--- src/rtl/pwm_ramp_ctrl.sv ---
// Compare-register sequencer for the 200 Hz PWM generator: accepts duty/phase
// commands and ramps the pulse width toward the target, one step per PWM period.
module pwm_ramp_ctrl #(
    parameter int WIDTH  = 16,
    parameter int PERIOD = 10000
) (
    input  logic             clock,
    input  logic             reset,
    input  logic             period_tick,
    input  logic             cmd_valid,
    output logic             cmd_ready,
    input  logic [WIDTH-1:0] cmd_target,
    input  logic [WIDTH-1:0] cmd_step,
    input  logic [WIDTH-1:0] cmd_phase,
    input  logic             abort,
    output logic [WIDTH-1:0] cr1,
    output logic [WIDTH-1:0] cr2,
    output logic             busy,
    output logic             done
);

    localparam logic [WIDTH-1:0] PERIOD_W = WIDTH'(PERIOD);

    typedef enum logic {
        IDLE,
        RAMP
    } state_t;

    state_t           state;
    logic [WIDTH-1:0] duty;
    logic [WIDTH-1:0] tgt;
    logic [WIDTH-1:0] stp;
    logic [WIDTH-1:0] ph;

    logic [WIDTH:0]   up_sum;
    logic [WIDTH:0]   cr2_sum;
    logic [WIDTH-1:0] duty_next;
    logic [WIDTH-1:0] cr2_next;

    // Next duty saturates at the target in both directions; sums carry an extra bit
    // so a large step or phase can never wrap before the clamp.
    always_comb begin
        // NOTE: every always_comb output gets a default first so no path can infer a latch.
        up_sum    = {1'b0, duty} + {1'b0, stp};
        duty_next = duty;
        if (duty < tgt) begin
            duty_next = (up_sum >= {1'b0, tgt}) ? tgt : up_sum[WIDTH-1:0];
        end else if (duty > tgt) begin
            duty_next = ((duty - tgt) <= stp) ? tgt : (duty - stp);
        end
        cr2_sum  = {1'b0, ph} + {1'b0, duty_next};
        cr2_next = (cr2_sum >= {1'b0, PERIOD_W}) ? PERIOD_W : cr2_sum[WIDTH-1:0];
    end

    always_ff @(posedge clock or negedge reset) begin
        if (!reset) begin
            state     <= IDLE;
            duty      <= '0;
            tgt       <= '0;
            stp       <= '0;
            ph        <= '0;
            cr1       <= '0;
            cr2       <= '0;
            cmd_ready <= 1'b1;
            busy      <= 1'b0;
            done      <= 1'b0;
        end else begin
            // NOTE: all state updates are non-blocking so every register sees pre-edge values.
            done <= 1'b0;
            if (state == IDLE) begin
                if (cmd_valid) begin
                    tgt       <= (cmd_target > PERIOD_W) ? PERIOD_W : cmd_target;
                    stp       <= (cmd_step == '0) ? WIDTH'(1) : cmd_step;
                    ph        <= (cmd_phase > PERIOD_W) ? PERIOD_W : cmd_phase;
                    state     <= RAMP;
                    cmd_ready <= 1'b0;
                    busy      <= 1'b1;
                end
            end else begin
                if (abort) begin
                    // Abort freezes the outputs where they are and takes priority over a tick.
                    state     <= IDLE;
                    cmd_ready <= 1'b1;
                    busy      <= 1'b0;
                end else if (period_tick) begin
                    duty <= duty_next;
                    cr1  <= ph;
                    cr2  <= cr2_next;
                    if (duty_next == tgt) begin
                        done      <= 1'b1;
                        state     <= IDLE;
                        cmd_ready <= 1'b1;
                        busy      <= 1'b0;
                    end
                end
            end
        end
    end

endmodule

--- config.mk ---
export PLATFORM = sky130hd
export DESIGN_NAME = pwm_ramp_ctrl
export DESIGN_NICKNAME = d
export VERILOG_FILES = /design/src/rtl/pwm_ramp_ctrl.sv
export SDC_FILE = /design/constraint.sdc
export NUM_CORES = 1
export LEC_CHECK = 0
export CAP_MARGIN = 15
export CORE_ASPECT_RATIO = 0.9
export CORE_MARGIN = 2
export CORE_UTILIZATION = 60
export CTS_BUF_LIST = sky130_fd_sc_hd__clkbuf_8
export CTS_CLUSTER_SIZE = 30
export DETAILED_ROUTE_END_ITERATION = 7
export PLACE_DENSITY = 0.83
export SLEW_MARGIN = 20
export SYNTH_ARGS = -nofsm -noshare
export SYNTH_HDL_FRONTEND = slang
export SYNTH_SLANG_ARGS = --single-unit
export TNS_END_PERCENT = 1
--- constraint.sdc ---
create_clock -name clock -period 9.3 [get_ports clock]
set_clock_uncertainty 0.1 [all_clocks]
set_input_delay 0.93 -clock clock [delete_from_list [all_inputs] [get_ports clock]]
set_output_delay 0.93 -clock clock [all_outputs]
set_load 0.02 [all_outputs]
==> Yosys cells after proc, flatten, opt, wreduce, memory -nomap -nowiden <==
Cells that the tools add are included.
{ "totals": {"in_bits": 53, "out_inout_bits": 35, "register_bits": 100, "elab_cells": 58} }
{ "classes": {"n_lt_le_gt_ge": 7, "n_reduce_logical": 5, "eq_ne": 3, "n_mux": 27, "bitwise_logic": 2, "add_sub_neg": 4} }
{ "op_table": {"columns": ["cell", "n"], "rows": [
  ["$mux 16", 8],
  ["$add 16x16->17", 2],
  ["$gt 16x14->1 const B", 2],
  ["$sub 16x16->16", 2],
  ["$mux 1", 19],
  ["$ge 17x14->1 const B", 1],
  ["$ge 17x16->1", 1],
  ["$eq 16x16->1", 1],
  ["$gt 16x16->1", 1],
  ["$le 16x16->1", 1],
  ["$logic_not 16->1", 1],
  ["$lt 16x16->1", 1],
  ["$reduce_and 3->1", 2],
  ["$ne 3x2->1 const B", 1],
  ["$ne 3x3->1 const B", 1],
  ["$not 1->1", 2],
  ["$reduce_and 2->1", 1],
  ["$reduce_bool 2->1", 1]
]} }

==> Longest topological paths before layout <==
Gate-level depths: netlist (run 1).
{ "logic_depth": {"word_depth": 10, "ltp_mapped": 38, "depth_no_buf": 37} }

==> Least setup slack after synthesis (run 1) <==
OpenSTA, ideal clock, no wires.
{ "synth_path": {"kind": "register to register", "from": "reg tgt[1]", "to": "reg cr2[10]", "path_stages_with_launch": 38, "setup_ns": 0.137, "setup_slack_ns": 1.301, "arrival_ns": 7.762, "required_time_ns": 9.063, "period_less_slack_ns": 7.999, "path_cell_list": "dfrtp_1 inv_1 ha_1 nor2b_1 o21ai_0 a21boi_0 o21ai_0 a21boi_0 o2111ai_1 nand3_1 o41ai_1 o2111ai_1 a21oi_1 xnor2_1 ha_1 nand3_1 or3_1 o21ai_0 [... 2 more ...] clkbuf_1 buf_1 nand2_1 a311oi_1 a21oi_1 inv_1 ha_1 a21o_1 a21o_1 a2111o_1 and3_1 nor4_1 nor2_1 a41o_1 o211ai_1 nand4_1 a21oi_1 a21oi_1"} }
{ "synth_via": {"elab_chain_len": 8} }
{ "synth_lines": {"columns": ["item", "line", "source"], "rows": [
  ["start, declared", "31", "logic [WIDTH-1:0] tgt;"],
  ["start signal, assigned", "72", "tgt <= (cmd_target > PERIOD_W) ? PERIOD_W : cmd_target;"],
  ["$sub 16x16->16", "49", "duty_next = ((duty - tgt) <= stp) ? tgt : (duty - stp);"],
  ["$le 16x16->1", "49", null],
  ["$mux 16", "49", null],
  ["$mux 16", "48", "end else if (duty > tgt) begin"],
  ["$mux 16 *", "46", "if (duty < tgt) begin"],
  ["via duty_next[1]", "37", "logic [WIDTH-1:0] duty_next;"],
  ["$add 16x16->17 *", "51", "cr2_sum = {1'b0, ph} + {1'b0, duty_next};"],
  ["$ge 17x14->1", "52", "cr2_next = (cr2_sum >= {1'b0, PERIOD_W}) ? PERIOD_W : cr2_sum[WIDTH-1:0];"],
  ["$mux 16 *", "52", null],
  ["end signal, assigned", "88", "cr2 <= cr2_next;"],
  ["end, declared", "17", "output logic [WIDTH-1:0] cr2,"]
]} }
Mark *: on every way through the listed nets, which the timed path passes. The rest lies on a longest branch.
A chain may end at the register's enable or synchronous reset.

==> Worst setup path in the final report (run 1) <==
{ "layout_path": {"from": "reg tgt[1]", "to": "reg cr2[9]"} }
Same word-level chain as after synthesis.

==> results.yml, run 1 <==
run_status:
  status: "complete, no violations"
synth:
  synth_seq_area_share_pct: 27.9
  syn_area_per_cell_sq_um: 8.13
  synth_adder_area_share_pct: 14.5
  synth_edf_count: 0
  synth-xor-area-share_pct: 5.42
  synth_top_family_by_area: "compound AO/OA/AOI/OAI gates"
  synth.ff_latch_count: 100
  synth_compound_area_share_pct: 24.6
  ys_warn_count: 0
  yosysUniqueCellTypes: 75
  synth_area_sq_um: 8980
  syn_nets: 1260
  async_flop_share_pct: 100
  synthFlopType: "dfrtp_1"
  muxShareOfSynthArea_pct: 1.70
  synthCells: 1105
  synthSimpleGateAreaFrac_pct: 21.1
detailed_routing:
  drt_pre_antenna_iters: 6
  drc_errors: 0
  vias: 8941
  antenna_left: 0
  wirelength_mm: 28.6
  viasPerCell: 6.49
  drtIter0Drc: 1112
  wl_per_cell_um: 20.8
floorplanning:
  die_h_um: 120
  ios: 88
  num_rows: 42
  dieArea_sq_um: 16000
  start_util_pct: 61.3
  fp.coreArea_sq_um: 14700
  die_w_um: 133
critical_path:
  crit_cells: 36
  cp_data_required_time_ns: 9.48
  cpPeakStageDelay_ns: 0.66
  crit_path_start_kind: "flip-flop"
  regToRegStartpoint: "tgt[1]$_DFFE_PN0P_"
  r2r_cells: 36
  cp-end-kind: "flip-flop"
  path_class: "reg2reg"
  endpoint: "cr2[9]$_DFFE_PN0P_"
  crit_arrival_ns: 8.95
  r2r_slack_ns: 0.53
  cp_num_buf_inv: 3
  crit_fanout: 11
  worst_path_max_delay_cell: "or4b_2"
  crit_start: "tgt[1]$_DFFE_PN0P_"
  r2r-end: "cr2[9]$_DFFE_PN0P_"
  cp_top_family: "compound AO/OA/AOI/OAI gates"
placed_design:
  io_buffers: 87
  dp_slack_ns: 0.497
  dp_hpwl_mm: 22.2
  gp_congestion: 0.991
clock_tree:
  cts_buffer_depth: 2
  clock_latency_ns: 0.41
  cts-root-buf: "clkbuf_8"
  cts-htree-levels: 3
  cts_hold_buffers: 0
  clock-sinks: 100
  tritoncts: "yes"
  numCtsBuffers: 9
  path_clk_slew_ns: 0.11
grt:
  overflow: 0
  grt_max_degree: 81
  antenna_found_initial: 0
  grt_pass1_vias: 8077
  grt_first_pass_wirelength_mm: 44.9
  gr-usage-all-layers_pct: 36.2
sta:
  timing.final.ws_setup_ns: 0.529
  slew_viol_final: 0
  period_share_pct: 94.3
  final.min_clock_period_ns: 8.77
  max_slew_margin_pct: 28.8
  setup_viol: 0
  grt_setup_unrepaired: "no"
  hold_violations: 0
  finalSetupTns_ns: 0
  fmaxAchievable_mhz: 114
  max_slew.worst_pin.slew_ns: 1.07
final_layout:
  layout_commonest_cell: "nand2_1"
  final_cell_mix: "131 x nand2_1, 99 x dfrtp_1, 98 x ha_1"
  syn2layout_area_growth_pct: 14.4
  final_util_pct: 70.1
  nNetsFinal: 1329
  final_layout_size_suffix_gt1_share_pct: 5.26
  fill_cells: 1180
  n_antenna_cell: 0
min_path:
  min_path_type: "in2async"
flow_run:
  max_cap_viol_count: 0
-- state kept, by name (all words and copies together), names as in the netlist --
register,flops
cmd_ready,1
stp,16
ph,16
tgt,16
cr2,16
cr1,16
done,1
busy,1
duty,16
state,1
-- cells by family after synthesis --
family                   Yosys count
adder cells (fa/ha/maj)          102
AND/OR/NAND/NOR                  396
XOR/XNOR                          54
AO/OA/AOI/OAI                    326
buffers and inverters            113
flip-flops                       100
multiplexers                      14
-- through the flow --
step / hold slack (ns) / std cells / instance area (sq um)
after floorplan: 0.359 / 1105 / 8980
after global placement: 0.357 / 1360 / 10000
after detailed placement: 0.361 / 1360 / 10000
after CTS: 0.290 / 1376 / 10200
after global routing: 0.302 / 1377 / 10300
final: 0.292 / 1377 / 10300
-- synthesized netlist by cell type (all sizes together) (8+ instances only) --
cell type	number	area [sq um]
dfrtp	99	2480
o211ai	14	105
and3	10	62.6
nand3	32	160
nand2b	16	100
o31ai	10	75.1
o21a	8	60.1
buf	8	40.0
a22o	14	123
a21oi	69	345
a21o	17	128
nand4	19	119
ha	98	1230
nor3	25	135
and2	10	63.8
a211oi	22	165
xor2	16	140
nor2	89	334
mux2	10	113
xnor2	37	324
nand2	132	495
clkbuf	36	135
nor2b	14	87.6
a31oi	12	75.1
nor4	12	75.1
inv	65	244
or3	14	87.6
o21ai	76	380
-- what timing repair did --
action / 4_1_cts / 5_1_grt
setup buffers: 0 / 0
setup endpoints to repair: 0 / 12
resized for setup: 0 / 4
-- cell type report --
type                    instances  area (sq um)  area share, %
repair buffers                102           997           9.71
inverters                      69           259           2.52
clock buffers                  10           138           1.34
flip-flops and latches        100          2500           24.4
multi-input cells             892          6070           59.1
well taps                     198           248           2.41
clock inverters                 6          56.3          0.548
-- layer usage --
layer	share of wire [%]	vias up	global-route usage [%]
li1	-	4187	-
met1	45	4240	54.1
met2	43	456	52.4
met3	10	58	8.75
met4	2.2	0	9.01
met5	0	-	0
-- worst min path at each step --
stage                                   from             endpoint  slack, ns  cells after the start
final                                  reset  tgt[12]$_DFFE_PN0P_       0.29                      1
after global routing                   reset   cr1[8]$_DFFE_PN0P_       0.30                      1
after CTS                              reset  tgt[12]$_DFFE_PN0P_       0.29                      1
after detailed placement  cr1[7]$_DFFE_PN0P_   cr1[7]$_DFFE_PN0P_       0.36                      2
after global placement    cr1[0]$_DFFE_PN0P_   cr1[0]$_DFFE_PN0P_       0.36                      2
after floorplan           ph[14]$_DFFE_PN0P_  cr1[14]$_DFFE_PN0P_       0.36                      2
Power of run 1 is not shown: default switching activity piles up to over one toggle a cycle in this logic, so the estimate is an artifact.
==> inputs of run 2 (changes only) <==
Settings changed: CORE_ASPECT_RATIO 0.9 to 1.25, HOLD_SLACK_MARGIN set to 0.08, SLEW_MARGIN 20 to 0.
==> run 2 against run 1 <==
Via count fell by 0.77%. Global-route usage rose by 0.10 points. Highest routed layer unchanged. Critical endpoint is now cr2[6]$_DFFE_PN0P_. Register-to-register slack improved by 0.43 ns.
==> results.yml, run 2 (same netlist as run 1, synthesis figures left out) <==
run_status:
  status: "complete, no violations"
critical_path:
  cp_data_required_time_ns: 9.54
  worst_path_max_delay_cell: "or4b_2"
  crit_fanout: 17
  crit_start: "tgt[1]$_DFFE_PN0P_"
  r2r_cells: 34
  path_class: "reg2reg"
  crit_arrival_ns: 8.58
  endpoint: "cr2[6]$_DFFE_PN0P_"
  r2r-end: "cr2[6]$_DFFE_PN0P_"
  cp_common_cell: "o21ai_0"
  cp-end-kind: "flip-flop"
  crit_path_start_kind: "flip-flop"
  r2r_slack_ns: 0.95
  cpPeakStageDelay_ns: 0.64
  regToRegStartpoint: "tgt[1]$_DFFE_PN0P_"
sta:
  final.min_clock_period_ns: 8.35
  max_slew.worst_pin.slew_ns: 1.02
  finalSetupTns_ns: 0
  period_share_pct: 89.7
  max_slew_margin_pct: 31.9
  timing.final.ws_setup_ns: 0.955
  hold_violations: 0
  fmaxAchievable_mhz: 120
  grt_setup_unrepaired: "no"
  slew_viol_final: 0
  setup_viol: 0
final_layout:
  final_area_sq_um: 10200
  n_antenna_cell: 0
  nNetsFinal: 1328
  final_cell_mix: "132 x nand2_1, 98 x ha_1, 98 x dfrtp_1"
  regArea_sq_um: 2500
  final_layout_size_suffix_gt1_share_pct: 5.26
  syn2layout_area_growth_pct: 14.0
  layout_commonest_cell: "nand2_1"
  multi_input_area_sq_um: 6080
  fill_cells: 1257
  final_cell_count_no_fill: 1360
clock_tree:
  cts-htree-levels: 3
  tritoncts: "yes"
  cts_buffer_depth: 2
  numCtsBuffers: 9
  cts-root-buf: "clkbuf_8"
  clock_latency_ns: 0.40
  cts_hold_buffers: 0
  path_clk_slew_ns: 0.12
  clock-sinks: 100
detailed_routing:
  drtIter0Drc: 1008
  viasPerCell: 6.52
  drt_pre_antenna_iters: 6
  vias: 8872
  wl_per_cell_um: 21.0
  antenna_left: 0
  drc_errors: 0
  wirelength_mm: 28.5
flow_run:
  max_cap_viol_count: 0
grt:
  grt_first_pass_wirelength_mm: 45.5
  gr-usage-all-layers_pct: 36.3
  grt_max_degree: 53
  antenna_found_initial: 0
  overflow: 0
  grt_pass1_vias: 8766
floorplanning:
  start_util_pct: 60.6
  num_rows: 50
  die_h_um: 141
  ios: 88
  fp.coreArea_sq_um: 14800
  dieArea_sq_um: 16000
  die_w_um: 113
placed_design:
  place_inst: 1343
  dp_hpwl_mm: 22.0
  dpl_cell_area_sq_um: 10000
  io_buffers: 87
  dp_slack_ns: 0.552
  gp_congestion: 1.01
min_path:
  min_path_type: "reg2reg"
## run 2: metrics by stage
| step | hold slack [ns] | util (%) |
|---|---|---|
| 2_1_floorplan | 0.359 | - |
| 3_3_place_gp | 0.359 | 67.5 |
| 3_5_place_dp | 0.367 | 67.5 |
| 4_1_cts | 0.393 | 68.9 |
| 5_1_grt | 0.409 | 69.1 |
| 6_report | 0.389 | 69.1 |
## run 2: area by class of cell
cell class                 instances  area share, %
sequential                       100           24.5
clock buffer                      10           1.34
timing repair buffer             101           9.50
inverter                          69           2.53
multi-input combinational        892           59.3
tap                              182           2.22
clock inverter                     6          0.635
## run 2: worst max-delay path, delay by kind of cell (launching register included)
family	cells	cell delay, ns
fa+ha+maj	3	1.03
xor+xnor	1	0.08
buf+inv	3	0.65
simple gates	11	2.42
compound gates	16	3.49
flops	1	0.49
## run 2: worst min path at each step
stage | cells after the start | slack (ns) | from | to
2_1_floorplan | 2 | 0.36 | ph[14]$_DFFE_PN0P_ | cr1[14]$_DFFE_PN0P_
3_3_place_gp | 2 | 0.36 | cr1[14]$_DFFE_PN0P_ | cr1[14]$_DFFE_PN0P_
3_5_place_dp | 2 | 0.37 | cr1[0]$_DFFE_PN0P_ | cr1[0]$_DFFE_PN0P_
4_1_cts | 2 | 0.39 | cr1[0]$_DFFE_PN0P_ | cr1[0]$_DFFE_PN0P_
5_1_grt | 2 | 0.41 | cr1[9]$_DFFE_PN0P_ | cr1[9]$_DFFE_PN0P_
6_report | 2 | 0.39 | cr1[15]$_DFFE_PN0P_ | cr1[15]$_DFFE_PN0P_
## run 2: timing repair
item	CTS	global route
resized for setup	0	5
endpoints found under the setup margin	0	14
buffers inserted	0	1
## run 2: routing by layer
metal  up-vias  track usage [%]  routed length, um
li1       4181                -                  -
met4         0             19.8               1620
met5         -                0                  0
met3        99             4.34               1940
met2       430             61.5              13800
met1      4162             45.0              11100
Power of run 2 is left out for the same reason.
==> inputs of run 3 (changes only) <==
Settings changed: CELL_PAD_IN_SITES_DETAIL_PLACEMENT set to 0, CELL_PAD_IN_SITES_GLOBAL_PLACEMENT set to 1, CORE_UTILIZATION 60 to 45, PLACE_DENSITY 0.83 to not set, PLACE_DENSITY_LB_ADDON set to 0.1, SLEW_MARGIN 0 to not set.
==> run 3 against run 2 <==
Die area grew 32%. Largest cell class unchanged. Highest routed layer unchanged. Sequential cell count is the same. Register-to-register slack lost 0.18 ns. First-iteration DRC count shrank 28%. Critical endpoint is now cr2[5]$_DFFE_PN0P_.
==> results.yml, run 3 (same netlist as run 1, synthesis figures left out) <==
floorplanning:
  ios: 88
  dieArea_sq_um: 21100
  die_w_um: 130
  die_h_um: 162
  num_rows: 57
  fp.coreArea_sq_um: 19500
  start_util_pct: 46.0
detailed_routing:
  drtIter0Drc: 726
  drt_pre_antenna_iters: 7
  wirelength_mm: 30.9
  wl_per_cell_um: 21.4
  vias: 8706
  drc_errors: 0
  viasPerCell: 6.03
  antenna_left: 0
clock_tree:
  tritoncts: "yes"
  cts_hold_buffers: 0
  path_clk_slew_ns: 0.12
  clock-sinks: 100
  cts_resized: 0
  post-cts-setup-buffer-count: 0
  cts-root-buf: "clkbuf_8"
  clock_latency_ns: 0.41
  numCtsBuffers: 9
  cts_buffer_depth: 2
  cts-htree-levels: 3
final_layout:
  final_layout_size_suffix_gt1_share_pct: 5.18
  syn2layout_area_growth_pct: 15.1
  layout_commonest_cell: "nand2_1"
  n_antenna_cell: 0
  final_cell_mix: "132 x nand2_1, 99 x dfrtp_1, 98 x ha_1"
  nNetsFinal: 1328
critical_path:
  cp_num_buf_inv: 3
  crit_arrival_ns: 8.75
  path_class: "reg2reg"
  cp_common_cell: "o21ai_0"
  crit_fanout: 7
  cp_data_required_time_ns: 9.52
  crit_path_start_kind: "flip-flop"
  worst_path_max_delay_cell: "or4b_2"
  cpPeakStageDelay_ns: 0.65
  cp-end-kind: "flip-flop"
  cp_top_family: "compound AO/OA/AOI/OAI gates"
placed_design:
  dp_hpwl_mm: 24.0
  io_buffers: 87
  gp_congestion: 0.960
sta:
  max_slew.worst_pin.slew_ns: 1.07
  fmaxAchievable_mhz: 117
  hold_violations: 0
  grt_setup_unrepaired: "no"
  max_slew_margin_pct: 28.4
  finalSetupTns_ns: 0
  final.min_clock_period_ns: 8.53
  slew_viol_final: 0
  period_share_pct: 91.7
  setup_viol: 0
min_path:
  min_path_type: "reg2reg"
grt:
  grt_max_degree: 57
  grt_first_pass_wirelength_mm: 48.0
  overflow: 0
  gr-usage-all-layers_pct: 29.8
  antenna_found_initial: 0
  grt_pass1_vias: 8546
run_status:
  status: "complete, no violations"
flow_run:
  max_cap_viol_count: 0
[run 3: cell type report]
type / count / area (sq um)
repair buffers: 101 / 973
clock inverters: 7 / 67.6
clock buffers: 9 / 124
multi-input cells: 892 / 6080
flip-flops and latches: 100 / 2500
fillers: 1933 / 9200
well taps: 265 / 332
inverters: 69 / 259
[run 3: path summary, 6_finish.rpt]
check	startpoint	endpoint	slack, ns	depth (start not counted)
hold reg to reg	cr1[15]$_DFFE_PN0P_	cr1[15]$_DFFE_PN0P_	0.38	2
setup / recovery	tgt[1]$_DFFE_PN0P_	cr2[5]$_DFFE_PN0P_	0.77	38
setup reg to reg	tgt[1]$_DFFE_PN0P_	cr2[5]$_DFFE_PN0P_	0.77	38
min in group asynchronous	reset	cr2[15]$_DFFE_PN0P_	0.39	1
hold / removal	cr1[15]$_DFFE_PN0P_	cr1[15]$_DFFE_PN0P_	0.38	2
max in group asynchronous	reset	duty[12]$_DFFE_PN0P_	7.52	2
[run 3: worst min-delay path: stages, from the launching register on]
cell	delay [ns]
dfrtp_1	0.36
nand2_1	0.05
nand2_1	0.05
[run 3: metrics by stage]
step	setup WS [ns]	utilization, %	hold WS [ns]	cell area [sq um]	cells
2_1_floorplan	1.30	-	0.359	8980	1105
3_3_place_gp	0.723	51.8	0.360	10100	1427
3_5_place_dp	0.499	51.8	0.361	10100	1427
4_1_cts	0.427	52.8	0.389	10300	1443
5_1_grt	0.0237	52.9	0.416	10300	1443
6_report	0.772	52.9	0.383	10300	1443
[run 3: layer usage]
layer	routed length (um)	track usage [%]	vias up
met3	1690	3.43	70
met5	0	0	-
met1	12800	37.5	4130
met2	15100	51.3	328
li1	-	-	4178
met4	1290	12.7	0
Power of run 3 is left out for the same reason.
